### config.mk
export PLATFORM = sky130hd
export DESIGN_NAME = round_key_sequencer
export DESIGN_NICKNAME = d
export VERILOG_FILES = /design/src/rtl/round_key_sequencer.sv
export SDC_FILE = /design/constraint.sdc
export NUM_CORES = 2
export LEC_CHECK = 0
export CORE_AREA = 2 2 609 611
export DETAILED_ROUTE_END_ITERATION = 8
export DIE_AREA = 0 0 611 613
export PLACE_DENSITY = 0.34
export SLEW_MARGIN = 20
export SYNTH_ARGS = -nofsm -noshare
export SYNTH_HDL_FRONTEND = slang
export SYNTH_SLANG_ARGS = --single-unit
### constraint.sdc
create_clock -name clk -period 2.6 [get_ports clk]
set_clock_uncertainty 0.15 [all_clocks]
set_input_delay 0.52 -clock clk [delete_from_list [all_inputs] [get_ports clk]]
set_output_delay 0.52 -clock clk [all_outputs]
set_load 0.01 [all_outputs]
### src/rtl/round_key_sequencer.sv
// Registers an expanded AES key schedule and streams one 128-bit round key per handshake.
// Optional ROUND_KEY_ZEROIZE_EN clears the schedule after each completed or aborted stream.
module round_key_sequencer #(
    parameter int Nk = 4,
    parameter int Nr = Nk + 6
) (
    input  logic                   clk,
    input  logic                   rst_n,
    input  logic [0:128*(Nr+1)-1]  keys,
    input  logic                   load,
    input  logic                   start,
    input  logic                   dir,
    input  logic                   abort,
    output logic                   rk_valid,
    input  logic                   rk_ready,
    output logic [0:127]           rk_data,
    output logic [3:0]             rk_round,
    output logic                   rk_last,
    output logic                   sched_valid,
    output logic                   busy,
    output logic                   done
);
    localparam int         SchedW    = 128 * (Nr + 1);
    localparam logic [3:0] LastRound = 4'(Nr);

    typedef enum logic [1:0] {EMPTY, LOADED, STREAM} stateT;

`ifdef ROUND_KEY_ZEROIZE_EN
    localparam stateT EndState = EMPTY;
`else
    localparam stateT EndState = LOADED;
`endif

    stateT             state;
    stateT             nextState;
    logic [0:SchedW-1] sched;
    logic [0:127]      schedWords [0:Nr];
    logic [3:0]        roundIdx;
    logic              dirReg;
    logic              lastKey;
    logic              xfer;
    logic              capture;
    logic              launch;
    logic              finish;

    for (genvar i = 0; i <= Nr; i++) begin : gWords
        assign schedWords[i] = sched[128*i +: 128];
    end

    always_ff @(posedge clk or negedge rst_n) begin
        if (!rst_n) begin
            state <= EMPTY;
        end else begin
            state <= nextState;
        end
    end

    // abort outranks a transfer presented in the same cycle
    always_comb begin
        xfer    = rk_valid && rk_ready;
        capture = load && (state != STREAM);
        launch  = (state == LOADED) && !load && start;
        finish  = (state == STREAM) && !abort && xfer && lastKey;
    end

    always_comb begin
        nextState = state;
        case (state)
            EMPTY:   if (load) nextState = LOADED;
            LOADED:  if (load) nextState = LOADED;
                     else if (start) nextState = STREAM;
            STREAM:  if (abort || finish) nextState = EndState;
            default: nextState = EMPTY;
        endcase
    end

    always_comb begin
        rk_valid    = (state == STREAM);
        busy        = (state == STREAM);
        sched_valid = (state != EMPTY);
        lastKey     = dirReg ? (roundIdx == 4'd0) : (roundIdx == LastRound);
        rk_last     = rk_valid && lastKey;
        rk_round    = roundIdx;
        rk_data     = rk_valid ? schedWords[roundIdx] : '0;
    end

    always_ff @(posedge clk or negedge rst_n) begin
        if (!rst_n) begin
            sched    <= '0;
            roundIdx <= '0;
            dirReg   <= 1'b0;
            done     <= 1'b0;
        end else begin
            done <= finish;
            if (capture) begin
                sched <= keys;
            end
`ifdef ROUND_KEY_ZEROIZE_EN
            else if ((state == STREAM) && (abort || finish)) begin
                sched <= '0;
            end
`endif
            if (launch) begin
                dirReg   <= dir;
                roundIdx <= dir ? LastRound : 4'd0;
            end else if ((state == STREAM) && !abort && xfer && !lastKey) begin
                roundIdx <= dirReg ? roundIdx - 4'd1 : roundIdx + 4'd1;
            end
        end
    end
endmodule

=== Yosys cells after proc, flatten, opt, wreduce, memory -nomap -nowiden ===
Cells that the tools add are included.

* Flip-flop bits (word level): 1,416
* Output and inout bits: 137
* Bits of input ports: 1,415
* Logic and storage cells: 48

* Reduce and logical (&&, ||, !) cells: 18
* Add/sub/neg operators: 2
* Eq/ne operators: 7
* Order comparisons: 1
* Multiplexer cells: 14
* Bitwise gates (word level): 1

{| class="wikitable"
|+ Operators by type and width
! kind !! count
|-
| 128-bit binary-select mux with 4-bit select || 1
|-
| 128-bit two-way mux || 3
|-
| 4-bit two-way mux || 4
|-
| 1-bit logical AND || 9
|-
| 2-bit two-way mux || 4
|-
| 2-bit one-hot mux with 3 select lines || 1
|-
| 5-bit >= comparator (second input constant) || 1
|-
| 4-bit inverter with 5-bit output || 1
|-
| 4-bit by 1-bit adder with 4-bit output (second input constant) || 1
|-
| 4-bit == test (second input constant) || 1
|-
| 4-bit logical NOT || 1
|-
| 2-bit inequality test (second input constant) || 2
|-
| 2-bit nonzero test || 2
|-
| 4-bit by 1-bit subtractor with 4-bit output (second input constant) || 1
|-
| 1-bit logical NOT || 3
|-
| 3-bit inequality test (second input constant) || 1
|-
| 3-bit AND reduction || 1
|-
| 2-bit by 1-bit == test with 1-bit output (second input constant) || 1
|-
| 2-bit == test (second input constant) || 1
|-
| 2-bit logical NOT || 1
|-
| 2-bit by 1-bit inequality test with 1-bit output (second input constant) || 1
|-
| 1-bit logical OR || 1
|-
| 1-bit two-way mux || 1
|}

=== Logic depth before layout (Yosys ltp) ===
* Depth in word-level cells: 7
* Gate-level depth with buffers: 9
* Depth with buffers taken out: 5

=== Least setup slack after synthesis ===
OpenSTA, ideal clock, no wires.

* Path type: register to output
* Start: register roundIdx[0] (netlist: rk_round[0])
* End: output port rk_data[30] (netlist bit)
* Data arrival time: 1.715 ns
* Buffers on the path: 3
* Path slack: 0.215 ns
* Required time: 1.930 ns
* Stages on the path, launching flop included: 7
* Cell sequence: dfrtp_1 -> buf_2 -> buf_4 -> buf_2 -> mux4_2 -> mux2i_1 -> o22ai_1

* Word-level cells in the longest chain between the ends: 5

{| class="wikitable"
|+ Ends and longest elaborated chain
! item !! RTL line !! text
|-
| from (decl) || 38 || <nowiki>logic [3:0] roundIdx;</nowiki>
|-
| from (signal assigned) || 105 || <nowiki>roundIdx <= dir ? LastRound : 4'd0;</nowiki>
|-
| from (signal assigned) || 107 || <nowiki>roundIdx <= dirReg ? roundIdx - 4'd1 : roundIdx + 4'd1;</nowiki>
|-
| 4-bit inverter with 5-bit output (not written as such) || 84 || <nowiki>rk_data = rk_valid ? schedWords[roundIdx] : '0;</nowiki>
|-
| 128-bit binary-select mux with 4-bit select || 84 ||
|-
| 128-bit two-way mux (not written as such) (2 in series) || 84 ||
|-
| 128-bit two-way mux || 84 ||
|-
| to (decl) || 16 || <nowiki>output logic [0:127] rk_data,</nowiki>
|}

Every way passes these cells. The select of a mux whose other input is x is not followed.

=== Final worst setup path ===
* Start: register roundIdx[0] (netlist: rk_round[0])
* End: output port rk_data[9] (netlist bit)

Same word-level chain as after synthesis.

==> results.sh <==
export IMPL_synth_ff_type="dfrtp_1"
export IMPL_start_util_pct=17.5
export IMPL_layout_drive_gt1_share_pct=17.3
export IMPL_dp_hpwl_um=299000
export IMPL_critPathMaxFanout=6
export IMPL_worstPathRequired_ns=1.93
export IMPL_syn_inst=7047
export IMPL_synth_top_area_share_pct=55.2
export IMPL_ys_seq_area_share_pct=55.2
export IMPL_io_pins=1552
export IMPL_cts_root_buf="clkbuf_16"
export IMPL_vias=61000
export IMPL_drc_errors=0
export IMPL_yosys_register_bits=1416
export IMPL_async_reset_ff_share_pct=100
export IMPL_io_buffers=1551
export IMPL_hold_violations=0
export IMPL_final_common_cell="nand2_1"
export IMPL_slew_headroom_pct=53.7
export IMPL_start_kind="register"
export IMPL_synth_cell_types=42
export IMPL_peakVddDrop_mv=0.502
export IMPL_place_area_um2=89300
export IMPL_final_seq_area_um2=35400
export IMPL_core_um2=368000
export IMPL_violations="setup timing"
export IMPL_holdCritPathClass="input pin to register"
export IMPL_grt_pass1_vias=64100
export IMPL_finalMaxSlewViolations=0
export IMPL_ant_nets=0
export IMPL_nNetsFinal=11100
export IMPL_r2r_slack_ns=-0.05
export IMPL_via_per_inst=4.16
export IMPL_dieHeight_um=613
export IMPL_yosysWarnings=0
export IMPL_cts_made_buffers=187
export IMPL_cts_tree="yes"
export IMPL_multi_input_area_um2=28400
export IMPL_grt_max_degree=109
export IMPL_htree_levels=4
export IMPL_grt_pass1_wl_um=518000
export IMPL_num_rows=223
export IMPL_fin_crit_sh_pct=151
export IMPL_setup_worst_path_start="rk_round[0]$_DFFE_PN0P_"
export IMPL_clkTransAtPathRegs_ns=0.06
export IMPL_area_growth_pct=66.2
export IMPL_track_usage_pct=19.6
export IMPL_first_pass_iters=7
export IMPL_arrival_ns=3.25
export IMPL_die_width_um=611
export IMPL_clock_fmax_mhz=255
export IMPL_synth_area_leaders="dfrtp_1 (55%), nand2_1 (25%), mux4_2 (9.0%)"
export IMPL_status="finished, violations left"
export IMPL_routedWlPerCell_um=26.3
export IMPL_drt_first_iter_violations=4396
export IMPL_syn_nets=8465
export IMPL_p_leak_uw=0.0492
export IMPL_antenna_found_initial=112
export IMPL_pre_cts_slack_ns=-1.09
export IMPL_crit_type="register to output port"
export IMPL_synth_edf_count=0
export IMPL_cellPowerDensity_nw_per_um2=745
export IMPL_clk_insertion_delay_late_ns=0.85
export IMPL_synth_area_um2=64200
export IMPL_fillCellCount=39000
export IMPL_r2r_start="rk_round[2]$_DFFE_PN0P_"
export IMPL_routed_wl_um=385000
export IMPL_yosysTopAreaCell="dfrtp_1"
export IMPL_clock_path_buffers=4
export IMPL_cts_sinks=1416
export IMPL_final_cells=14700
export IMPL_ff2ff_path_depth=10
export IMPL_dpl_cell_count=13500
export IMPL_cp_endpoint="rk_data[9]"
export IMPL_final_cell_mix="nand2_1 (4,228), dfrtp_1 (1,413), clkdlybuf4s50_1 (1,413)"
export IMPL_dieArea_um2=375000
export IMPL_fin_ws_ns=-1.32
export IMPL_setup_viol=133
export IMPL_rr_endpoint="rk_round[3]$_DFFE_PN0P_"
export IMPL_crit_path_end_kind="output port"
export IMPL_fin_area_um2=107000
export IMPL_syn_area_per_cell_um2=9.11
export IMPL_gp_congestion=0.876
export IMPL_min_delay_start="keys[1231]"
export IMPL_fin_crit_ns=3.92
export IMPL_drv_cap=0
export IMPL_tightest_slew_ns=0.695
export IMPL_rsz0062_at_grt="true"
export IMPL_gr_total_overflow=0
## critical path, stage by stage (launching register included)
cell     delay [ns]
dfrtp_4        0.55
buf_12         0.17
buf_12         0.15
buf_12         0.13
buf_16         0.14
buf_4          0.14
buf_4          0.13
mux4_2         0.49
mux2i_4        0.21
o22ai_2        0.12
buf_12         0.17
## worst min path at each step
| stage | slack (ns) | cells after the start | end |
|---|---|---|---|
| 6_report | 0.09 | 3 | sched[1231]$_DFFE_PN0P_ |
| 5_1_grt | 0.04 | 3 | sched[378]$_DFFE_PN0P_ |
| 4_1_cts | 0.00006 | 3 | sched[186]$_DFFE_PN0P_ |
| 3_5_place_dp | 0.29 | 1 | sched[1234]$_DFFE_PN0P_ |
| 3_3_place_gp | 0.28 | 1 | sched[1234]$_DFFE_PN0P_ |
| 2_1_floorplan | 0.07 | 0 | dirReg$_DFFE_PN0P_ |
## layout make-up
class | count | share of cell area, %
multi-input combinational | 5166 | 26.6
timing repair buffer | 2891 | 28.4
inverter | 6 | 0.0211
antenna | 28 | 0.0657
sequential | 1416 | 33.2
tap | 4837 | 5.67
clock buffer | 270 | 5.13
clock inverter | 64 | 0.805
## synth_stat cells, drive strengths merged, types with 2 or more instances
cell type	instances
nand2	4230
dfrtp	1416
buf	280
mux2i	256
mux4	256
clkbuf	179
a21oi	132
nor2	132
o22ai	129
inv	6
a21o	2
ha	2
nand3	2
o21ai	2
or3b	2
## power by group
| part | switching, µW | leakage [µW] | internal, µW |
|---|---|---|---|
| registers | 2090 | 0.0173 | 24800 |
| logic | 12800 | 0.0288 | 12500 |
| clock network | 11000 | 0.00313 | 16300 |
| total | 25900 | 0.0492 | 53500 |
## flip-flops by register name, summed over array words and instances (netlist names)
| name | count |
|---|---|
| dirReg | 1 |
| rk_round | 4 |
| done | 1 |
| state | 2 |
| sched | 1408 |
## per-stage QoR
step                setup TNS [ns]  total power, µW  utilization [%]  hold slack [ns]
CTS                        -191.12            77300             27.9        0.0000613
detailed placement          -87.31            47200             24.3            0.292
global route               -165.15            83100             29.0           0.0394
floorplan                        0            35600                -           0.0744
finish                     -147.52            79500             29.0           0.0861
global placement            -88.47            47200             24.3            0.283
## cells by family (layout without fill, tap and decap cells)
group / Yosys count / count (layout) / synth area share, %
and+or+nand+nor: 4379 / 4379 / 25.7
buffers and inverters: 465 / 3231 / 3.60
AOI/OAI and AO/OA: 271 / 271 / 2.41
DFF: 1416 / 1416 / 55.2
adders and majority gates: 3 / 3 / 0.0702
xor gates and xnor gates: 1 / 1 / 0.0136
muxes: 512 / 512 / 13.0
other: 0 / 28 / 0
## timing repair
item	4_1_cts	5_1_grt
endpoints found under the hold margin	1337	0
buffers inserted	24	210
pin swaps	7	127
hold buffers	596	0
resized for setup	212	711
endpoints found under the setup margin	137	136
cloned	7	19
## metal layers
layer / global-route usage, % / routed length [µm] / share of wire, % / vias to the layer above
met3: 2.52 / 16300 / 4.2 / 578
met4: 7.31 / 16000 / 4.2 / 12
met1: 24.8 / 163000 / 42 / 30700
met2: 33.9 / 190000 / 49 / 1922
li1: - / - / - / 27800
met5: 0 / 69 / 0.018 / -
Note: power is estimated with default switching activity, not from simulation.
